<file path="src/rtl/alu_rr_sequencer.sv">
// alu_rr_sequencer: control-step sequencer for register-register ALU instructions.
// Walks the datapath through fetch (T0..T2), operand staging (T3..T4) and
// writeback (T5, plus T6 for the HI half of multiply/divide results).
// Optional feature macro: ALU_SEQ_PRELOAD_EN adds a two-step memory-to-register
// preload path (PRE_A/PRE_B) driven by pre_valid/pre_idx while idle.
// Every output is a register loaded with the decode of the state being entered,
// so nothing on the input ports reaches a strobe combinationally.
module alu_rr_sequencer #(
    parameter int              NUM_REGS = 16,
    parameter int              IDX_W    = 4,
    parameter int              OP_W     = 5,
    parameter logic [OP_W-1:0] MUL_OP   = OP_W'(5'b01111),
    parameter logic [OP_W-1:0] DIV_OP   = OP_W'(5'b10000)
) (
    input  logic                clock,
    input  logic                clear,
    input  logic                start,
    input  logic [OP_W-1:0]     opcode_in,
    input  logic [IDX_W-1:0]    ra,
    input  logic [IDX_W-1:0]    rb,
    input  logic [IDX_W-1:0]    rc,
`ifdef ALU_SEQ_PRELOAD_EN
    input  logic                pre_valid,
    input  logic [IDX_W-1:0]    pre_idx,
`endif
    output logic                ready,
    output logic                done,
    output logic [3:0]          state,
    output logic [NUM_REGS-1:0] r_in,
    output logic [NUM_REGS-1:0] r_out,
    output logic                pc_out,
    output logic                mar_in,
    output logic                inc_pc,
    output logic                read,
    output logic                mdr_in,
    output logic                mdr_out,
    output logic                ir_in,
    output logic                y_in,
    output logic                z_in,
    output logic                z_low_out,
    output logic                z_high_out,
    output logic                hi_in,
    output logic                lo_in,
    output logic [OP_W-1:0]     alu_op
);

    typedef enum logic [3:0] {
        S_IDLE  = 4'd0,
        S_T0    = 4'd1,
        S_T1    = 4'd2,
        S_T2    = 4'd3,
        S_T3    = 4'd4,
        S_T4    = 4'd5,
        S_T5    = 4'd6,
        S_T6    = 4'd7,
        S_PRE_A = 4'd8,
        S_PRE_B = 4'd9
    } state_e;

    state_e                state_q;
    logic                  ready_q;
    logic                  done_q;
    logic [NUM_REGS-1:0]   r_in_q;
    logic [NUM_REGS-1:0]   r_out_q;
    logic                  pc_out_q;
    logic                  mar_in_q;
    logic                  inc_pc_q;
    logic                  read_q;
    logic                  mdr_in_q;
    logic                  mdr_out_q;
    logic                  ir_in_q;
    logic                  y_in_q;
    logic                  z_in_q;
    logic                  z_low_out_q;
    logic                  z_high_out_q;
    logic                  hi_in_q;
    logic                  lo_in_q;
    logic [OP_W-1:0]       alu_op_q;

    // Instruction fields captured when a command is accepted.
    logic [OP_W-1:0]       op_q;
    logic [IDX_W-1:0]      ra_q;
    logic [IDX_W-1:0]      rb_q;
    logic [IDX_W-1:0]      rc_q;
`ifdef ALU_SEQ_PRELOAD_EN
    logic [IDX_W-1:0]      pre_idx_q;
`endif

    // One-hot register select; an index past the register file yields no strobe.
    function automatic logic [NUM_REGS-1:0] reg_sel(input logic [IDX_W-1:0] idx);
        logic [NUM_REGS-1:0] sel;
        sel = '0;
        for (int i = 0; i < NUM_REGS; i++) begin
            if (idx == IDX_W'(i)) begin
                sel[i] = 1'b1;
            end
        end
        return sel;
    endfunction

    // Multiply and divide produce a 64-bit result that needs the extra HI step.
    function automatic logic is_muldiv(input logic [OP_W-1:0] op);
        return (op == MUL_OP) || (op == DIV_OP);
    endfunction

    // Sequencer FSM: advances one step per clock and registers the strobes of the next step.
    always_ff @(posedge clock) begin
        if (clear) begin
            state_q      <= S_IDLE;
            ready_q      <= 1'b1;
            done_q       <= 1'b0;
            r_in_q       <= '0;
            r_out_q      <= '0;
            pc_out_q     <= 1'b0;
            mar_in_q     <= 1'b0;
            inc_pc_q     <= 1'b0;
            read_q       <= 1'b0;
            mdr_in_q     <= 1'b0;
            mdr_out_q    <= 1'b0;
            ir_in_q      <= 1'b0;
            y_in_q       <= 1'b0;
            z_in_q       <= 1'b0;
            z_low_out_q  <= 1'b0;
            z_high_out_q <= 1'b0;
            hi_in_q      <= 1'b0;
            lo_in_q      <= 1'b0;
            alu_op_q     <= '0;
            op_q         <= '0;
            ra_q         <= '0;
            rb_q         <= '0;
            rc_q         <= '0;
`ifdef ALU_SEQ_PRELOAD_EN
            pre_idx_q    <= '0;
`endif
        end else begin
            // Strobes are single-step pulses; each state below re-asserts only its own.
            done_q       <= 1'b0;
            r_in_q       <= '0;
            r_out_q      <= '0;
            pc_out_q     <= 1'b0;
            mar_in_q     <= 1'b0;
            inc_pc_q     <= 1'b0;
            read_q       <= 1'b0;
            mdr_in_q     <= 1'b0;
            mdr_out_q    <= 1'b0;
            ir_in_q      <= 1'b0;
            y_in_q       <= 1'b0;
            z_in_q       <= 1'b0;
            z_low_out_q  <= 1'b0;
            z_high_out_q <= 1'b0;
            hi_in_q      <= 1'b0;
            lo_in_q      <= 1'b0;

            case (state_q)
                S_IDLE: begin
                    if (start) begin
                        op_q     <= opcode_in;
                        ra_q     <= ra;
                        rb_q     <= rb;
                        rc_q     <= rc;
                        alu_op_q <= opcode_in;
                        ready_q  <= 1'b0;
                        state_q  <= S_T0;
                        pc_out_q <= 1'b1;
                        mar_in_q <= 1'b1;
                        inc_pc_q <= 1'b1;
                    end
`ifdef ALU_SEQ_PRELOAD_EN
                    else if (pre_valid) begin
                        pre_idx_q <= pre_idx;
                        ready_q   <= 1'b0;
                        state_q   <= S_PRE_A;
                        read_q    <= 1'b1;
                        mdr_in_q  <= 1'b1;
                    end
`endif
                end
                S_T0: begin
                    state_q  <= S_T1;
                    read_q   <= 1'b1;
                    mdr_in_q <= 1'b1;
                end
                S_T1: begin
                    state_q   <= S_T2;
                    mdr_out_q <= 1'b1;
                    ir_in_q   <= 1'b1;
                end
                S_T2: begin
                    state_q <= S_T3;
                    r_out_q <= reg_sel(rb_q);
                    y_in_q  <= 1'b1;
                end
                S_T3: begin
                    state_q <= S_T4;
                    r_out_q <= reg_sel(rc_q);
                    z_in_q  <= 1'b1;
                end
                S_T4: begin
                    state_q     <= S_T5;
                    z_low_out_q <= 1'b1;
                    if (is_muldiv(op_q)) begin
                        lo_in_q <= 1'b1;
                    end else begin
                        r_in_q <= reg_sel(ra_q);
                        done_q <= 1'b1;
                    end
                end
                S_T5: begin
                    if (is_muldiv(op_q)) begin
                        state_q      <= S_T6;
                        z_high_out_q <= 1'b1;
                        hi_in_q      <= 1'b1;
                        done_q       <= 1'b1;
                    end else begin
                        state_q  <= S_IDLE;
                        ready_q  <= 1'b1;
                        alu_op_q <= '0;
                    end
                end
                S_T6: begin
                    state_q  <= S_IDLE;
                    ready_q  <= 1'b1;
                    alu_op_q <= '0;
                end
`ifdef ALU_SEQ_PRELOAD_EN
                S_PRE_A: begin
                    state_q   <= S_PRE_B;
                    mdr_out_q <= 1'b1;
                    r_in_q    <= reg_sel(pre_idx_q);
                    done_q    <= 1'b1;
                end
                S_PRE_B: begin
                    state_q <= S_IDLE;
                    ready_q <= 1'b1;
                end
`endif
                default: begin
                    state_q  <= S_IDLE;
                    ready_q  <= 1'b1;
                    alu_op_q <= '0;
                end
            endcase
        end
    end

    assign state      = state_q;
    assign ready      = ready_q;
    assign done       = done_q;
    assign r_in       = r_in_q;
    assign r_out      = r_out_q;
    assign pc_out     = pc_out_q;
    assign mar_in     = mar_in_q;
    assign inc_pc     = inc_pc_q;
    assign read       = read_q;
    assign mdr_in     = mdr_in_q;
    assign mdr_out    = mdr_out_q;
    assign ir_in      = ir_in_q;
    assign y_in       = y_in_q;
    assign z_in       = z_in_q;
    assign z_low_out  = z_low_out_q;
    assign z_high_out = z_high_out_q;
    assign hi_in      = hi_in_q;
    assign lo_in      = lo_in_q;
    assign alu_op     = alu_op_q;

endmodule

</file>
<file path="config.mk">
export PLATFORM = sky130hd
export DESIGN_NAME = alu_rr_sequencer
export DESIGN_NICKNAME = d
export VERILOG_FILES = /design/src/rtl/alu_rr_sequencer.sv
export SDC_FILE = /design/constraint.sdc
export NUM_CORES = 1
export LEC_CHECK = 0
export ABC_AREA = 0
export ABC_CLOCK_PERIOD_IN_PS = 1700
export BUFFER_PORTS_ARGS = -buffer_cell sky130_fd_sc_hd__buf_4
export CORE_ASPECT_RATIO = 0.5
export CORE_MARGIN = 5
export CORE_UTILIZATION = 45
export DETAILED_ROUTE_END_ITERATION = 16
export PLACE_DENSITY = 0.77
export SYNTH_ARGS = -nofsm -noshare
export SYNTH_HDL_FRONTEND = slang
export SYNTH_SLANG_ARGS = --single-unit
</file>
<file path="constraint.sdc">
create_clock -name clock -period 1.7 [get_ports clock]
set_input_delay 0.17 -clock clock [delete_from_list [all_inputs] [get_ports clock]]
set_output_delay 0.17 -clock clock [all_outputs]
set_load 0.01 [all_outputs]
</file>
==> results.yml <==
outcome:
  status: "complete, no violations"
setup_path:
  crit_fanout: 7
  sum_of_buffers_and_inverters_on_the_critical_path: 1
  worstRegToRegCells: 5
  arrival_ns: 1.87
  critPathMaxStageDelay_ns: 0.51
  timing.critical_path.cells: "buf_4, nand2b_1, or3b_2, o21ai_2, a22o_1"
  cp_data_required_time_ns: 1.99
  crit_path_start_kind: "register"
  timing.critical_path.to_type: "register"
  path_delay_family: "simple AND/OR/NAND/NOR gates"
  criticalPathCategory: "register to register"
  worstSetupPathDepth: 5
  critical-path-slowest-cell: "or3b_2"
floorplanning:
  die_width_um: 112
  core_um2: 4980
  die_h_um: 61.0
  start_util_pct: 47.1
  ports_placed_on_the_boundary: 76
  std_cell_rows: 18
  die_area_um2: 6840
route:
  drt-wirelength-per-cell_um: 13.1
  drt_iter0_drc: 76
  drc: 0
  detailedRoute.firstPassIterationCount: 4
  total_wirelength_of_the_detailed_routed_design_mm: 5.30
  drt.antenna.violating_nets: 0
  dr_total_vias: 1954
  detail_route.vias_per_cell: 4.82
layout:
  fraction_of_layout_instances_using_a_drive_strength_above_1_pct: 34.0
  filler_cell_count: 414
  nNetsFinal: 350
  final_area_um2: 3200
  syn_to_final_growth_pct: 36.6
  insertedDiodeCount: 0
sta:
  final.setup.worst_slack_ns: 0.114
  fin_crit_sh_pct: 93.3
  setup_violations: 0
  hold_viol: 0
  min_period_ns: 1.59
  timing_max_transition_violations_final: 0
  setup_repair_after_global_routing_missed_its_margin: "no"
  final.setup_skew_ns: 0.00390
  fin_setup_tns_ns: 0
  f_max_ghz: 0.630
power_and_ir_drop:
  combinationalPowerShare_pct: 9.8
  netSwitchingFraction_pct: 23.3
  intPower_mw: 2.70
  power.density_cell_area_nw_per_um2: 1100
  p_clk_share_pct: 42.6
  net-switching-power_uw: 823
  ir_worst_vdd_mv: 0.729
  total_leakage_power_nw: 1.38
  seq_power_share_pct: 47.6
  power_mw: 3.52
global_routing:
  grt_first_pass_wirelength_mm: 8.85
  first_global_vias: 1947
  grt_start_max_net_pins: 27
  groute.usage.overall_pct: 16.7
  grt_overflow: 0
  antenna_found_initial: 0
cts:
  ctsRootBufferMaster: "clkbuf_8"
  cts_tree: "done"
  clock_sinks: 67
  cts_hold_buf: 0
  clk_transition_reported_paths_ns: 0.07
  tritoncts.num_buffers: 9
  insertion_delay_of_the_later_clocked_pin_in_the_worst_skew_pair_ns: 0.34
  cts_buffer_depth: 2
  htreeDepth: 3
synth:
  post-synth-top-count-cell: "dfxtp_1"
  synth_area_um2: 2340
  ys_top_cells_by_count: "dfxtp_1, nand2_1, nor2_1, a21oi_1, nor3_1"
  synth_async_sr_flop_share_pct: 0
  synth-seq-cells: 67
  yosysUniqueCellTypes: 38
  synth_seq_area_share_pct: 57.2
  synth_top_flop_cell: "dfxtp_1"
  synthTopCellsByArea: "dfxtp_1, nand2_1, a21oi_1, nor2_1, nor3_1"
  syn-mean-instance-area_um2: 9.27
  synth.net_count: 273
  yosys.area.top_type: "dfxtp_1"
  synth_edf_count: 0
  syn_inst: 253
  ys.warnings.count: 0
  yosysTopAreaCellShare_pct: 57.2
placement:
  place.gp.congestion: 0.840
  detailedPlace.worstSlack_ns: 0.125
  portBuffers: 74
  place.detailed.hpwl_mm: 3.84
  postPlaceCellArea_um2: 2950
worst_hold_path:
  hp-class: "input pin to register"
  holdPathStages: 2
flow_run:
  maxCapViolCount: 0
[power by group through the flow]
stage / Sequential [mW] / Combinational [mW] / Clock, mW
2_1_floorplan: 1.71 / 0.202 / 0
3_3_place_gp: 1.71 / 0.331 / 0
3_5_place_dp: 1.71 / 0.340 / 0
4_1_cts: 1.68 / 0.340 / 1.53
5_1_grt: 1.69 / 0.381 / 1.61
6_report: 1.68 / 0.344 / 1.50
[area by class of cell]
class	count	area (µm²)	share of cell area, %
multi-input combinational	162	872	27.2
clock buffer	11	151	4.73
inverter	3	11.3	0.352
timing repair buffer	87	653	20.4
sequential	67	1340	41.9
tap	70	87.6	2.74
clock inverter	5	83.8	2.62
[cells by family (layout without fill, tap and decap cells)]
logic type,after synthesis,count (layout),share of synthesized area [%]
AND/OR/NAND/NOR,120,120,24.7
AO/OA/AOI/OAI,36,36,9.23
buffers and inverters,24,106,6.03
other,1,1,0.160
multiplexers,5,5,2.72
flip-flops,67,67,57.2
[sequential cells by signal (all words and copies together), names as in the netlist, 3 cells and up]
register / cells
alu_op: 5
op_q: 5
r_in: 16
r_out: 16
ra_q: 4
rb_q: 4
rc_q: 4
state: 3
[routing by layer]
layer / vias up / share of wire [%] / global-route usage [%] / routed length, µm
li1: 995 / - / - / -
met1: 899 / 44 / 18.6 / 2320
met2: 52 / 47 / 28.4 / 2510
met3: 8 / 7.4 / 7.65 / 393
met4: 0 / 1.4 / 7.53 / 73
met5: - / 0 / 0 / 0
[stage by stage]
| step | hold slack, ns | std cells | utilization (%) |
|---|---|---|---|
| CTS | 0.0394 | 404 | 64.0 |
| global placement | 0.399 | 388 | 59.3 |
| finish | 0.0568 | 405 | 64.3 |
| global route | 0.0408 | 405 | 64.3 |
| detailed placement | 0.412 | 388 | 59.3 |
| floorplan | 0.303 | 253 | - |
[cell usage in the layout, fill, tap and decap left out, types with 3 or more instances in the layout]
master    synthesis  layout
a22o_1            5       5
dfxtp_1          67      66
o21ai_0           3       3
inv_1             3       3
nor2_1           26      26
nor3_1           16      16
clkbuf_8          0      11
buf_4             7      87
and3_1            5       5
a21oi_1          21      21
nand2_1          47      47
nand2b_1          6       6
[repair_timing]
item                                   in CTS  in global routing
endpoints found under the hold margin       0                  0
setup endpoints to repair                   0                  3
buffers inserted                            0                  1
gates resized for setup                     0                  2
[worst paths after layout]
path,slack [ns],from,endpoint
max,0.11,state[1],alu_op[4]
min,0.06,opcode_in[0],alu_op[0]
max reg2reg,0.11,state[1],alu_op[4]
min reg2reg,0.47,ready,ready
No activity file was read; power rests on OpenSTA's default activity.
